**src/rtl/hazard_scoreboard.sv**
```systemverilog
// Decode-stage hazard scoreboard: follows destination-register writes through EX/MEM/WB,
// raises the load-use stall that forwarding cannot cover, and exports a per-register busy map.
module hazard_scoreboard #(
  parameter int NREG   = 8,
  parameter int PERF_W = 8
) (
  input  logic                    clk,
  input  logic                    rst,
  input  logic                    issue_valid,
  input  logic [$clog2(NREG)-1:0] issue_Rdst,
  input  logic                    issue_WB,
  input  logic                    issue_is_load,
  input  logic [$clog2(NREG)-1:0] Rsrc1,
  input  logic [$clog2(NREG)-1:0] Rsrc2,
  input  logic                    use_src1,
  input  logic                    use_src2,
  input  logic                    hold,
  input  logic                    flush,
  output logic                    stall,
  output logic [NREG-1:0]         busy,
  output logic [PERF_W-1:0]       stall_count
);

  localparam int RW = $clog2(NREG);

  // Handshake: decode offers an instruction with issue_valid; it is taken on an edge where
  // accept is high. While stall, hold or flush is high decode keeps re-presenting it.

  typedef struct packed {
    logic          v;
    logic          wb;
    logic [RW-1:0] rdst;
    logic          ld;
  } tag_t;

  // The load flag only matters while the load sits in EX; MEM and WB carry the write part.
  typedef struct packed {
    logic          v;
    logic          wb;
    logic [RW-1:0] rdst;
  } wtag_t;

  tag_t  ex_q;
  wtag_t mem_q;
  wtag_t wb_q;
  tag_t  issue_tag;

  logic [1:0]      cnt_q [NREG];
  logic [1:0]      cnt_d [NREG];
  logic [NREG-1:0] inc;
  logic [NREG-1:0] dec_wb;
  logic [NREG-1:0] dec_fl;
  logic [NREG-1:0] ovf;
  logic [NREG-1:0] unf;
  logic [NREG-1:0] busy_d;
  logic [2:0]      up;
  logic [2:0]      dn;
  logic [2:0]      diff;

  logic src_hit;
  logic accept;
  logic retire;
  logic count_stall;

  assign src_hit = (use_src1 & (Rsrc1 == ex_q.rdst)) |
                   (use_src2 & (Rsrc2 == ex_q.rdst));

  assign stall  = rst & ex_q.v & ex_q.wb & ex_q.ld & issue_valid & src_hit;
  assign accept = issue_valid & ~stall & ~hold & ~flush;

  // A flush replaces WB with old MEM, so the WB entry leaves even if hold is also high.
  assign retire      = wb_q.v & wb_q.wb & (flush | ~hold);
  assign count_stall = stall & ~hold & ~flush & ~(&stall_count);

  always_comb begin
    issue_tag      = '0;
    issue_tag.v    = 1'b1;
    issue_tag.wb   = issue_WB;
    issue_tag.rdst = issue_Rdst;
    issue_tag.ld   = issue_is_load;
  end

  always_comb begin
    inc    = '0;
    dec_wb = '0;
    dec_fl = '0;
    ovf    = '0;
    unf    = '0;
    busy_d = '0;
    up     = '0;
    dn     = '0;
    diff   = '0;
    for (int r = 0; r < NREG; r++) begin
      cnt_d[r]  = cnt_q[r];
      inc[r]    = accept & issue_WB & (issue_Rdst == RW'(r));
      dec_wb[r] = retire & (wb_q.rdst == RW'(r));
      dec_fl[r] = flush & ex_q.v & ex_q.wb & (ex_q.rdst == RW'(r));
      up        = {1'b0, cnt_q[r]} + {2'b00, inc[r]};
      dn        = {2'b00, dec_wb[r]} + {2'b00, dec_fl[r]};
      diff      = up - dn;
      unf[r]    = (up < dn);
      ovf[r]    = ~unf[r] & (diff > 3'd3);
      cnt_d[r]  = diff[1:0];
      busy_d[r] = (diff[1:0] != 2'd0);
    end
  end

  // Tag pipeline: flush outranks hold, hold outranks normal advance.
  always_ff @(posedge clk or negedge rst) begin
    if (!rst) begin
      ex_q  <= '0;
      mem_q <= '0;
      wb_q  <= '0;
    end else if (flush) begin
      ex_q  <= '0;
      mem_q <= '0;
      wb_q  <= mem_q;
    end else if (!hold) begin
      ex_q       <= accept ? issue_tag : '0;
      mem_q.v    <= ex_q.v;
      mem_q.wb   <= ex_q.wb;
      mem_q.rdst <= ex_q.rdst;
      wb_q       <= mem_q;
    end
  end

  always_ff @(posedge clk or negedge rst) begin
    if (!rst) begin
      for (int r = 0; r < NREG; r++) begin
        cnt_q[r] <= 2'd0;
      end
      busy <= '0;
    end else begin
      for (int r = 0; r < NREG; r++) begin
        cnt_q[r] <= cnt_d[r];
      end
      busy <= busy_d;
    end
  end

  always_ff @(posedge clk or negedge rst) begin
    if (!rst) begin
      stall_count <= '0;
    end else if (count_stall) begin
      stall_count <= stall_count + PERF_W'(1);
    end
  end

  // At most three writes can be in flight, so a counter leaving 0..3 is a tracking bug.
  a_no_overflow: assert property (@(posedge clk) disable iff (!rst) ovf == '0);
  a_no_underflow: assert property (@(posedge clk) disable iff (!rst) unf == '0);

endmodule

```
**config.mk**
```make
export PLATFORM = sky130hd
export DESIGN_NAME = hazard_scoreboard
export DESIGN_NICKNAME = d
export VERILOG_FILES = /design/src/rtl/hazard_scoreboard.sv
export SDC_FILE = /design/constraint.sdc
export NUM_CORES = 1
export LEC_CHECK = 0
export CELL_PAD_IN_SITES_DETAIL_PLACEMENT = 0
export CELL_PAD_IN_SITES_GLOBAL_PLACEMENT = 1
export CORE_ASPECT_RATIO = 0.75
export CORE_MARGIN = 4
export CORE_UTILIZATION = 43
export DETAILED_ROUTE_END_ITERATION = 6
export PLACE_DENSITY_LB_ADDON = 0.1
export SETUP_SLACK_MARGIN = 0.1
export SYNTH_ARGS = -nofsm -noshare
export SYNTH_HDL_FRONTEND = slang
export SYNTH_SLANG_ARGS = --single-unit
```
**constraint.sdc**
```tcl
create_clock -name clk -period 3.1 [get_ports clk]
set_input_delay 0.31 -clock clk [delete_from_list [all_inputs] [get_ports clk]]
set_output_delay 0.31 -clock clk [all_outputs]
set_load 0.02 [all_outputs]
```
## Yosys cells after proc, flatten, opt, wreduce, memory -nomap -nowiden

Cells that the tools add are included.

| cells by class | value |
|---|---|
| add/sub/neg operators | 25 |
| equality and inequality tests | 24 |
| muxes and demuxes | 7 |
| bitwise logic cells | 48 |
| reduce and logical (&&, ||, !) cells | 12 |

Operators by type and width:

| operator | count |
|---|---|
| $and 1x1->1 | 42 |
| $eq 3x3->1 const B | 12 |
| $mux 5 | 4 |
| $eq 3x2->1 const B | 6 |
| $mux 6 | 3 |
| $add 1x1->2 | 8 |
| $add 2x1->2 | 8 |
| $reduce_bool 2->1 | 8 |
| $sub 2x2->2 | 8 |
| $eq 3x1->1 const B | 3 |
| $logic_not 3->1 | 3 |
| $add 8x1->8 const B | 1 |
| $reduce_and 8->1 | 1 |
| $eq 3x3->1 | 2 |
| $not 1->1 | 4 |
| $ne 2x1->1 const B | 1 |
| $or 1x1->1 | 2 |

| storage, ports and cells | value |
|---|---|
| register bits after elaboration | 48 |
| output and inout bits | 17 |
| logic and storage cells | 136 |

## Longest topological paths before layout

| logic depth | value |
|---|---|
| depth after elaboration | 14 |
| mapped depth | 11 |
| mapped depth without buffers | 9 |

## Worst setup path before layout

OpenSTA, ideal clock, no wires.

| timing | value |
|---|---|
| path kind | input to register |
| start point | input flush |
| end point | register busy[6] |
| setup time | 0.127 ns |
| data arrival time | 2.286 ns |
| data required time | 2.973 ns |
| slack | 0.687 ns |
| cell stages on the path | 10 |
| cells stage by stage | clkbuf_1 -> nand2b_1 -> nand4_1 -> nor3b_1 -> fa_1 -> inv_1 -> ha_1 -> xnor2_1 -> xnor2_1 -> or2_2 |

RTL lines:

| element | RTL line | source |
|---|---|---|
| from (decl) | 18 | `input logic flush,` |
| to (signal assigned) | 137 | `busy <= busy_d;` |
| to (decl) | 20 | `output logic [NREG-1:0] busy,` |

==> implementation parameters <==
Parameter                              Value

Drt
  Detailed-router iteration count before antenna repair ... 4
  Average routed wire per standard cell ... 14.2 um
  DRC Markers ... 0
  Routed Antenna Nets ... 0
  Drt total wl ... 4.64 mm
  Violation count after the first detailed-routing iteration ... just over 60
  Routed via count ... 1596
  Via density per instance ... 4.88

Power
  Pwr Total ... 1.54 mW
  Peak VDD IR ... 263 uV
  Pwr Density ... approximately 520 nW/um^2
  Leak pwr ... 1.36 nW

Critical path
  Critical Path End Type ... register
  Cell Chain, Critical Path ... xnor2_1 > nand4_2 > a21oi_2 > or2_1 > nor4_1 > ha_1 > xnor2_1 > xnor2_1 > or2_2
  Source of the worst register-to-register timing path ... ex_q[1]
  Launching element type of the critical path ... register
  Highest-delay cell along the critical path ... sky130_fd_sc_hd__dfrtp_1
  Most common cell type on the critical path ... sky130_fd_sc_hd__xnor2_1
  Critical path arrival ... roughly 2.8 ns
  Required time of the worst setup path ... approximately 3.3 ns
  Slowest cell delay on critical path ... 0.63 ns
  Category of the critical setup timing path ... reg -> reg
  Maximum fanout encountered on the critical timing path ... 11
  Critical Path Source ... ex_q[1]

Yosys
  Adder-cell share of the synthesized area ... between 10% and 20%
  Yosys warnings ... 0
  Post-synthesis cell type count ... 30
  Post-synthesis compound-gate area fraction ... 2.88%
  Post-synth design cell area ... 2430 um^2
  Simple-gate area share of the yosys netlist ... 19.1%
  Portion of netlist area occupied by mux cells ... 2.52%
  Synthesized Nets ... 248
  Register bit count reported by yosys ... 48
  Sequential share of the synthesized area ... 49.4%
  Number of standard cells after synthesis ... 213
  Mean instance size in the synthesized netlist ... 11.4 um^2
  Combinational family with the most area after synthesis ... simple AND/OR/NAND/NOR gates
  Xor/xnor share of the synthesized area ... 11.1%

Timing
  Fin crit share ... a little under nine tenths
  Max Clock Skew ... 0.00560 ns
  Finish-stage setup viols ... 0
  Shortest period the worst path allows ... 2.64 ns
  Slew at the pin closest to its max-slew limit ... 0.592 ns
  Count of endpoints failing hold in the final timing report ... 0
  Achievable clock frequency ... 378 MHz
  RSZ-0062 raised after global routing ... no
  Slew HR ... roughly 60%
  Post-route setup TNS ... 0 ns
  Fin. max-slew vios ... 0

Status
  Status ... complete, no violations

Layout
  Most common library cell in the layout ignoring fill and taps ... sky130_fd_sc_hd__dfrtp_1
  Area of combinational cells with multiple inputs ... 1140 um^2
  Summed area of non-filler cells in the final layout ... 2950 um^2
  Post-layout util ... 54.5%
  Net count of the finished layout ... between 200 and 300
  Area growth from synthesis to layout ... 21.2%
  Fill cells ... 510
  Flip-flop and latch area ... 1200 um^2
  Share of post-route cells with drive strength above 1 ... between 10% and 20%
  Number of inserted diodes ... 0
  Commonest non-fill, non-tap cells in the layout ... sky130_fd_sc_hd__dfrtp_1, sky130_fd_sc_hd__clkdlybuf4s50_1, sky130_fd_sc_hd__nand2_1

Global routing
  Global-route wire length before repair ... 7.96 mm
  Vias in the first global route ... about 1600
  Aggregate global routing overflow ... 0
  Initial antenna violation count ... 0
  Overall routing resource usage ... 15.2%
  Maximum number of pins on one net before global-route repair ... 49

CTS
  Clock buffer depth ... 2
  Cts bufs inserted ... 5
  Post-CTS setup buffers ... 0
  Count of cells resized by post-cts repair ... 0
  Clock input transition at the sequential cells of the worst setup and hold paths ... 0.08 ns
  TritonCTS Sinks ... 48
  Cell chosen for the clock root ... sky130_fd_sc_hd__clkbuf_8
  H-tree depth reported by CTS ... 2
  Source-to-sink clock delay at the later pin of the worst-skew pair ... 0.30 ns
  CTS tree ... yes
  Hold-fix buffers at CTS ... 0

Placed design
  # port buffers ... 34
  Post-detail-place hpwl ... 3.54 mm
  Global placer's final weighted congestion ... 0.766
  Area post-placement ... 2850 um^2

Floorplanning
  Number of ports placed on the die boundary ... 35
  Effective utilization at floorplan ... 45.0%
  Total number of placement rows ... 23
  Horizontal extent of the die ... 94.9 um
  Core footprint ... 5410 um^2
  Die area ... approximately 6900 um^2
  Vertical extent of the die ... 73.2 um

Min path
  Min-delay worst type ... in -> async

Flow run
  # Max-Cap Violations ... 0
[through the flow]
| step | setup WS [ns] | cells | hold slack (ns) |
|---|---|---|---|
| after CTS | 0.397 | 327 | 0.160 |
| after floorplan | 0.687 | 213 | 0.0144 |
| after detailed placement | 0.182 | 321 | 0.455 |
| after global placement | 0.247 | 321 | 0.453 |
| after global routing | 0.238 | 327 | 0.187 |
| final | 0.456 | 327 | 0.128 |
[registers in the layout, indices dropped and copies added, names as in the netlist]
| register | cells |
|---|---|
| stall_count | 8 |
| mem_q | 5 |
| ex_q | 6 |
| busy | 8 |
| cnt_q | 16 |
| wb_q | 5 |
[where the power goes]
group / internal (mW) / total, mW / switching, mW
combinational: 0.177 / 0.341 / 0.164
clock: 0.232 / 0.430 / 0.198
sequential: 0.726 / 0.771 / 0.0450
total: 1.13 / 1.54 / 0.407
[final timing paths]
check                                  to  slack [ns]  cells after the start
setup / recovery                  busy[6]        0.46                      9
hold / removal             stall_count[4]        0.13                      2
setup reg to reg                  busy[6]        0.46                      9
hold reg to reg                 cnt_q[15]        0.47                      1
max in group asynchronous       cnt_q[15]        2.57                      2
min in group clk                cnt_q[15]        0.47                      1
[area by class of cell]
class	count	share of cell area [%]
Clock buffer	5	2.33
Clock inverter	1	1.02
Inverter	10	1.27
Multi-Input combinational cell	148	38.6
Sequential cell	48	40.7
Tap cell	75	3.18
Timing Repair Buffer	40	12.9
[cell usage after synthesis (all sizes together)]
library cell | number | area, um^2
dfrtp | 48 | 1200
nand2 | 28 | 105
xnor2 | 23 | 216
nor2 | 11 | 41.3
inv | 10 | 37.5
ha | 9 | 113
nand4 | 9 | 68.8
or2 | 9 | 56.3
fa | 8 | 160
and3 | 7 | 43.8
nand3 | 6 | 30.0
xor2 | 6 | 52.6
buf | 5 | 50.0
mux2i | 5 | 50.1
nand3b | 4 | 30.0
nor3b | 4 | 30.0
nor4 | 4 | 25.0
a22o | 3 | 26.3
nor3 | 3 | 15.0
o21ai | 3 | 15.0
clkbuf | 2 | 7.51
nand2b | 2 | 12.5
a211oi | 1 | 20.0
a21oi | 1 | 8.76
mux2 | 1 | 11.3
nor2b | 1 | 6.26
[worst max-delay path: cells and delay by family (launching register included)]
kind | cells | cell delay (ns)
DFF | 1 | 0.63
AOI/OAI and AO/OA | 1 | 0.09
and+or+nand+nor | 4 | 1.18
adders and majority gates | 1 | 0.24
xor gates and xnor gates | 3 | 0.38
[metal layers]
| layer | share of wire [%] | vias to the layer above | wire length, um | global-route usage [%] |
|---|---|---|---|---|
| met1 | 53 | 764 | 2480 | 23.8 |
| met3 | 5.5 | 8 | 253 | 3.51 |
| met2 | 40 | 32 | 1840 | 20.5 |
| li1 | - | 792 | - | - |
| met4 | 1.3 | 0 | 61 | 4.80 |
| met5 | 0 | - | 0 | 0 |
[cells by family (layout without fill, tap and decap cells)]
logic type,after synthesis,in the layout
flip-flops,48,48
AND/OR/NAND/NOR,88,88
multiplexers,6,6
AO/OA/AOI/OAI,8,8
XOR/XNOR,29,29
adder cells (fa/ha/maj),17,17
buffers and inverters,17,56
Power figures use the tool's default switching activity.
==> RTL edit (config.mk and constraints unchanged) <==
Set the parameter `PERF_W` to 12 (it was 8).
--- a/src/rtl/hazard_scoreboard.sv
+++ b/src/rtl/hazard_scoreboard.sv
@@ -3,5 +3,5 @@
 module hazard_scoreboard #(
   parameter int NREG   = 8,
-  parameter int PERF_W = 8
+  parameter int PERF_W = 12
 ) (
   input  logic                    clk,
Ports: changed (resized stall_count); port bits go from 35 to 39. The function was not compared with the original's and may differ.
==> RTL edit against the original RTL <==
- area after synthesis is 14% higher
- cell area is 14% higher
- count of clock-buffer cells in the layout is 2 higher
- total power is 8.6% higher
- sequential power is 6.6% higher
- fmax is 1.7% lower
- largest cell class is now multi-input combinational cells
- setup slack worse by 0.046 ns
- sequential cell count is 4 higher
- wire length is 13% higher
- critical path depth is 1 higher
==> RTL edit: results <==
set metrics [dict create \
    numPortBuffers 38 \
    ir_drop_v 0.000298 \
    synth-seq-area-share 0.471 \
    grt_use_met2 0.185 \
    synthTopCellsByArea "dfrtp_1, xnor2_1, fa_1" \
    synthTopCellsByCount "dfrtp_1, xnor2_1, nand2_1" \
    worstMarginPinSlew_ns 0.800 \
    cpPeakStageDelay_ns 0.61 \
    nets 312 \
    syn_nets 268 \
    cpMaxStageDelayCell "clkdlybuf4s50_1" \
    reg.largest.list "cnt_q x16, stall_count x12, busy x8" \
    synth-compound-area-share 0.0317 \
    placed_area_um2 3230 \
    crit_fanout 7 \
    dp_hpwl_um 4010 \
    status "completed" \
    placed_cells 348 \
    fin_skew_ns 0.00448 \
    met1_usage 0.245 \
    p_leak_nw 1.54 \
    holdWs_ns 0.148 \
    pre_cts_ws_ns 0.128 \
    fillCellCount 512 \
    vias 1780 \
    routed-wl-met2_um 2050 \
    drive_gt1_frac 0.176 \
    reg2reg_depth 10 \
    wl_per_cell_um 14.7 \
    met1Wirelength_um 2880 \
    top_layer_used "met3" \
    synthMuxAreaShare 0.0236 \
    grt_max_degree 53 \
    wl_met3_um 318 \
    drt_iter0_drc 107 \
]
==> RTL edit: power groups by stage <==
stage          Clock (W)  Sequential, W  Combinational [W]
2_1_floorplan          0       0.000876           0.000159
3_3_place_gp           0       0.000836           0.000352
3_5_place_dp           0       0.000838           0.000354
4_1_cts         0.000519       0.000825           0.000357
5_1_grt         0.000551       0.000840           0.000387
6_report        0.000504       0.000822           0.000349
==> RTL edit: area by class of cell <==
cell class                 instances  area, µm²  share of cell area
multi-input combinational        161       1350               0.401
sequential                        52       1300               0.387
timing repair buffer              49        458               0.136
tap                               78       97.6              0.0290
clock buffer                       7       96.3              0.0287
clock inverter                     1       30.0             0.00894
inverter                           8       30.0             0.00894
==> RTL edit: how the worst max path moves through the flow <==
stage	endpoint	from	depth (start not counted)	slack, ns
after global placement	busy[1]	flush	10	0.16
after CTS	stall	ex_q[3]	5	0.43
after global routing	busy[1]	flush	10	0.32
after detailed placement	busy[1]	flush	10	0.13
final	busy[1]	flush	10	0.41
after floorplan	busy[1]	hold	11	0.61
